`src/rtl/sram_mem_ctrl.sv`:
```
// sram_mem_ctrl: parametrised single-port SRAM slave on a valid/ready bus.
//
// Adds byte-enabled writes, a pipelined read response of fixed latency,
// programmable wait states after every accepted transfer, and one-cycle error
// strobes for addresses at or beyond DEPTH.
//
// Ports:
//   i_clk      clock, rising edge
//   i_rst      synchronous reset, active high (memory contents are kept)
//   i_addr     word address
//   i_wr_data  write data
//   i_be       byte enables for writes
//   i_wr_rd    1 = write, 0 = read
//   i_valid    request valid
//   o_ready    slave accepts a request this cycle
//   o_rd_data  read response data, held while o_rd_valid is low
//   o_rd_valid one-cycle strobe qualifying o_rd_data
//   o_err      one-cycle out-of-range strobe
module sram_mem_ctrl #(
    parameter int unsigned ADDR_W      = 8,
    parameter int unsigned DATA_W      = 16,
    parameter int unsigned DEPTH       = 256,
    parameter int unsigned RD_LAT      = 1,
    parameter int unsigned WAIT_STATES = 0
) (
    input  logic                i_clk,
    input  logic                i_rst,
    input  logic [ADDR_W-1:0]   i_addr,
    input  logic [DATA_W-1:0]   i_wr_data,
    input  logic [DATA_W/8-1:0] i_be,
    input  logic                i_wr_rd,
    input  logic                i_valid,
    output logic                o_ready,
    output logic [DATA_W-1:0]   o_rd_data,
    output logic                o_rd_valid,
    output logic                o_err
);

    localparam int unsigned NB      = DATA_W / 8;
    localparam int unsigned IDX_W   = (DEPTH > 1) ? $clog2(DEPTH) : 1;
    localparam logic [2:0]  WS_LOAD = (WAIT_STATES > 0) ? 3'(WAIT_STATES - 1) : 3'd0;

    typedef enum logic {StAccept, StWait} state_e;

    state_e            r_state;
    state_e            w_state_next;
    logic [2:0]        r_wait_cnt;
    logic [2:0]        w_wait_cnt_next;

    logic              w_accept;
    logic              w_in_range;
    logic [IDX_W-1:0]  w_idx;
    logic [DATA_W-1:0] w_rd_word;

    logic [DATA_W-1:0] r_mem [DEPTH];
    logic [RD_LAT-1:0] r_pipe_vld;
    logic [RD_LAT-1:0] r_pipe_err;
    logic [DATA_W-1:0] r_pipe_data [RD_LAT];
    logic              r_wr_err;

    assign o_ready    = (r_state == StAccept);
    // Reset wins over a coincident request so nothing is accepted on a reset edge.
    assign w_accept   = i_valid & o_ready & ~i_rst;
    // No address wrap: anything at or above DEPTH is an error.
    assign w_in_range = (32'(i_addr) < DEPTH);
    assign w_idx      = i_addr[IDX_W-1:0];
    assign w_rd_word  = w_in_range ? r_mem[w_idx] : '0;

    // Reset parks the FSM in StWait with a zero count, so ready rises on the
    // first edge after reset is released.
    always_ff @(posedge i_clk) begin
        if (i_rst) begin
            r_state    <= StWait;
            r_wait_cnt <= 3'd0;
        end else begin
            r_state    <= w_state_next;
            r_wait_cnt <= w_wait_cnt_next;
        end
    end

    always_comb begin
        w_state_next    = r_state;
        w_wait_cnt_next = r_wait_cnt;
        case (r_state)
            StAccept: begin
                if (w_accept && (WAIT_STATES > 0)) begin
                    w_state_next    = StWait;
                    w_wait_cnt_next = WS_LOAD;
                end
            end
            StWait: begin
                if (r_wait_cnt == 3'd0) begin
                    w_state_next = StAccept;
                end else begin
                    w_wait_cnt_next = r_wait_cnt - 3'd1;
                end
            end
        endcase
    end

    // Storage array has no reset; contents survive i_rst.
    always_ff @(posedge i_clk) begin
        if (w_accept && i_wr_rd && w_in_range) begin
            for (int b = 0; b < int'(NB); b++) begin
                if (i_be[b]) begin
                    r_mem[w_idx][8*b +: 8] <= i_wr_data[8*b +: 8];
                end
            end
        end
    end

    // Read response pipeline of {valid, err, data}. Data only advances behind
    // a valid entry so the last stage holds its value across bubbles.
    always_ff @(posedge i_clk) begin
        if (i_rst) begin
            r_pipe_vld <= '0;
            r_pipe_err <= '0;
            r_wr_err   <= 1'b0;
            for (int s = 0; s < int'(RD_LAT); s++) begin
                r_pipe_data[s] <= '0;
            end
        end else begin
            r_wr_err      <= w_accept & i_wr_rd & ~w_in_range;
            r_pipe_vld[0] <= w_accept & ~i_wr_rd;
            r_pipe_err[0] <= w_accept & ~i_wr_rd & ~w_in_range;
            if (w_accept && !i_wr_rd) begin
                r_pipe_data[0] <= w_rd_word;
            end
            for (int s = 1; s < int'(RD_LAT); s++) begin
                r_pipe_vld[s] <= r_pipe_vld[s-1];
                r_pipe_err[s] <= r_pipe_err[s-1];
                if (r_pipe_vld[s-1]) begin
                    r_pipe_data[s] <= r_pipe_data[s-1];
                end
            end
        end
    end

    assign o_rd_valid = r_pipe_vld[RD_LAT-1];
    assign o_rd_data  = r_pipe_data[RD_LAT-1];
    assign o_err      = r_wr_err | (r_pipe_vld[RD_LAT-1] & r_pipe_err[RD_LAT-1]);

endmodule

```
`config.mk`:
```
export PLATFORM = sky130hd
export DESIGN_NAME = sram_mem_ctrl
export DESIGN_NICKNAME = d
export VERILOG_FILES = /design/src/rtl/sram_mem_ctrl.sv
export SDC_FILE = /design/constraint.sdc
export NUM_CORES = 2
export LEC_CHECK = 0
export CAP_MARGIN = 25
export CELL_PAD_IN_SITES_DETAIL_PLACEMENT = 0
export CELL_PAD_IN_SITES_GLOBAL_PLACEMENT = 1
export CORE_UTILIZATION = 56
export DETAILED_ROUTE_END_ITERATION = 8
export PLACE_DENSITY = 0.82
export REMOVE_ABC_BUFFERS = 1
export SYNTH_ARGS = -nofsm -noshare
export SYNTH_HDL_FRONTEND = slang
export SYNTH_MEMORY_MAX_BITS = 65536
export SYNTH_SLANG_ARGS = --single-unit
```
`constraint.sdc`:
```
create_clock -name i_clk -period 2.7 [get_ports i_clk]
set_input_delay 0.27 -clock i_clk [delete_from_list [all_inputs] [get_ports i_clk]]
set_output_delay 0.27 -clock i_clk [all_outputs]
set_load 0.03 [all_outputs]
```
# Word level (Yosys, flattened, before mapping)
# Memory sizes are Yosys's and may differ from the RTL's.
# Cells that the tools add are included.
# Widths: inputs -> output; s select.
word_totals:
  reg_bits: 5
  out_inout_bits: 19
  inputBits: 30
  ramBits: 4112
  mem_count: 2
mem_list:
  columns: ["name", "words", "word_bits", "read_ports", "rd_ports_with_merged_regs", "write_ports", "line_no", "rtl"]
  rows:
  - ["r_mem", 256, 16, 1, 0, 1, "55", "logic [DATA_W-1:0] r_mem [DEPTH];"]
  - ["r_pipe_data", 1, 16, 1, 0, 1, "58", "logic [DATA_W-1:0] r_pipe_data [RD_LAT];"]
op_classes:
  n_bitwise: 7
  mux: 15
  add_sub_neg: 1
  n_reduce_logical: 6
op_table:
  columns: ["operator", "count"]
  rows:
  - ["$mux 16", 1]
  - ["$reduce_or 16->1", 1]
  - ["$mux 1", 14]
  - ["$not 1->1", 4]
  - ["$and 1x1->1", 3]
  - ["$logic_not 3->1", 1]
  - ["$sub 3x1->3 const B", 1]
  - ["$logic_and 1x1->1", 2]
  - ["$reduce_and 2->1", 1]
  - ["$logic_not 1->1", 1]

# Longest topological paths before layout
logic_depth:
  ltp_word: 9
  ltp_mapped: 11

# Worst setup path before layout
# No wires, ideal clock.
synth_path:
  path_type: "input-to-reg"
  startpoint: "in i_addr[0]"
  endpoint: "mem r_mem[131][0], enable pin"
  required_time_ns: 2.330
  t_arrival_ns: 2.136
  cell_stages: 8
  setup_ns: 0.370
  path_slack_ns: 0.194
  path_buffers: 6
  path_cell_list: "buf_6 buf_6 buf_2 buf_2 clkbuf_1 nand3_1 clkbuf_1 nor2_1"
synth_rtl:
  columns: ["element", "line_no", "rtl"]
  rows:
  - ["from (decl)", "28", "input logic [ADDR_W-1:0] i_addr,"]
  - ["to (decl)", "55", null]
# Straight into the memory's write port.

# Final worst setup path
layout_path:
  startpoint: "mem r_mem[90][15]"
  endpoint: "mem r_pipe_data[0][15], data pin"
layout_between:
  elab_chain_cells: 2
layout_lines:
  columns: ["element", "line_no"]
  rows:
  - ["$mem_v2 256x16", null]
  - ["$mux 16 (no source line)", null]
  - ["to (decl)", "58"]
# No other way between the ends.

==> results.toml <==
[drt]
drt_iter0_drc = 11300
drt-total-wl_mm = 403
dr_total_vias = 83700
firstDrtPassIters = 6
ant_nets = 0
drc = 0
vias_per_cell = 6.47
post_drt_wl_per_cell_um = 31.2

[die]
rows = 195
core_area_mm2 = 0.282
dieArea_mm2 = 0.286
dieHeight_um = 535
die_x_um = 535
pin_count = 49
initial_core_util_pct = 56.3

[clocking]
post_cts_buffers = 0
clk_path_buf_depth = 4
cts-buffers-inserted = 405
clkTransAtPathRegs_ps = 70
htreeDepth = 5
cts-root-buf = "clkbuf_16"
tritoncts = "built"
cts.sinks = 4117
clkLatencyLatePin_ps = 930

[global_routing]
grt_usage_pct = 28.1
grt-ovfl-total = 0
antenna_found_initial = 13
grt_max_degree = 140
grt_pass1_wl_mm = 581
grt_pass1_vias = 84800

[setup_path]
crit_end = "r_pipe_data[0][15]"
worst-setup-path-type = "reg -> reg"
r2r_setup_slack_ps = -60
rr_endpoint = "r_pipe_data[0][15]"
end_kind = "flop"
worstPathMaxFanout = 1
worstPathArrival_ps = 3350
startpoint_type = "flop"
crit_start = "r_mem[90][15]"
r2r_start = "r_mem[90][15]"
required_ps = 3300
r2r_cells = 7

[timing]
worst_pin_slew_ps = 920
skew_ps = 40.5
max_freq_mhz = 363
layout_min_cycle_time_ps = 2760
max-slew-margin-rel_pct = 38.6
period_share_pct = 102
setup_ws_ps = -57.3
grt_setup_unrepaired = "no"
slew_violations = 0
hold_viol = 0
setup_viol = 3

[placement]
place_ws_ps = -1060
portBuffers = 47
place_inst = 12200
routabilityCongestion = 0.898
dp_hpwl_mm = 255
postPlaceCellArea_mm2 = 0.175

[synth]
yosysSeqAreaShare_pct = 77.8
synth_cells = 7490
ys_warn_count = 0
synthFlopType = "edfxtp_1"
yosys_register_bits = 4117
ys_types = 55
synth_edf_count = 4112
async_flop_share_pct = 0
avgSynthCellArea_um2 = 21.2
syn_area_mm2 = 0.159

[job]
cap_viol_max_count = 0

[power_and_ir_drop]
powerDensity_mw_per_mm2 = 707
leakagePower_nw = 62.4
worst_ir_drop_vdd_uv = 647

[finish]
nets = 8887
final_common_cell = "edfxtp_1"
drive_gt1_share_pct = 31.4
final_cell_mix = "edfxtp_1, buf_4, mux4_2"
post-route-util_pct = 66.8
fin_cells = 12900
fin_area_mm2 = 0.188
area_growth_pct = 18.7

[outcome]
violations = "negative setup slack"
status = "complete, but fails checks"

[worst_hold_path]
hold_class = "in -> reg"
[worst max-delay path, stage by stage (launching register included)]
cell	delay, ps
edfxtp_1	350
mux4_2	490
mux2i_1	300
o22a_1	220
o21ai_0	130
buf_4	170
o31ai_1	550
o2111ai_1	220
[through the flow]
| step | total power [mW] | TNS (ps) | hold WS (ps) |
|---|---|---|---|
| 2_1_floorplan | 74.2 | -853140 | 342 |
| 3_3_place_gp | 78.4 | -257380 | 484 |
| 3_5_place_dp | 78.5 | -370120 | 501 |
| 4_1_cts | 134 | 0 | 6.55 |
| 5_1_grt | 136 | 0 | 25.0 |
| 6_report | 133 | -68.9 | 5.10 |
[worst min path at each step]
stage,from,depth (start not counted),slack (ps),endpoint
floorplan,i_rst,1,340,r_wait_cnt[0]
global placement,r_wait_cnt[1],2,480,r_wait_cnt[1]
detailed placement,i_wr_data[6],1,500,r_mem[12][6]
CTS,i_wr_data[8],1,7,r_mem[246][8]
global route,i_wr_data[8],1,30,r_mem[253][8]
finish,i_wr_data[8],1,5,r_mem[246][8]
[Yosys cell counts, drive strengths merged, types with 6 or more instances]
| cell type | n | share of area, % |
|---|---|---|
| a21oi | 31 | 0.098 |
| a22o | 96 | 0.53 |
| a22oi | 284 | 1.3 |
| a2bb2oi | 15 | 0.083 |
| buf | 241 | 0.81 |
| clkbuf | 229 | 0.54 |
| edfxtp | 4112 | 78 |
| inv | 6 | 0.014 |
| mux2i | 451 | 2.8 |
| mux4 | 883 | 13 |
| nand2 | 128 | 0.30 |
| nand2b | 7 | 0.028 |
| nand3 | 130 | 0.41 |
| nor2 | 609 | 1.4 |
| nor2b | 9 | 0.035 |
| nor3 | 11 | 0.035 |
| nor4 | 15 | 0.059 |
| o2111ai | 60 | 0.33 |
| o211ai | 33 | 0.16 |
| o21ai | 15 | 0.047 |
| o22a | 15 | 0.083 |
| o22ai | 46 | 0.18 |
| o31ai | 15 | 0.071 |
[cell type report]
type,count,area (µm²)
clock inverters,239,2450
repair buffers,1428,13700
diodes,5,12.5
well taps,3743,4680
multi-input cells,2896,33400
clock buffers,490,10600
flip-flops and latches,4117,124000
fillers,17300,93600
inverters,7,28.8
[power by group]
group | switching [mW] | total (mW) | internal, mW
sequential | 0.0553 | 70.4 | 70.3
clock | 23.5 | 56.0 | 32.5
combinational | 4.17 | 6.90 | 2.73
[sequential cells by signal, summed over array words and instances, names as in the netlist]
signal	count
r_pipe_data	16
r_wait_cnt	3
r_state	1
r_mem	4096
o_rd_valid	1
[layer usage]
metal	track usage [%]	routed length, µm
met1	39.2	152000
met2	45.2	195000
met3	4.80	39400
met4	10.6	16400
met5	0	47
[timing repair]
action | 4_1_cts | 5_1_grt
hold buffers | 14 | 0
cloned | 0 | 0
hold endpoints to repair | 801 | 0
gates resized for setup | 12 | 3
endpoints found under the setup margin | 10 | 17
[kinds of logic after synthesis]
kind of cell	Yosys count	synth area share [%]
mux	1335	15.4
xor+xnor	1	0.00552
simple gates	929	2.41
compound gates	628	3.02
buf+inv	477	1.36
other cells	1	0.00236
flops	4117	77.8
fa+ha+maj	2	0.0158
No activity file was read; power rests on OpenSTA's default activity.
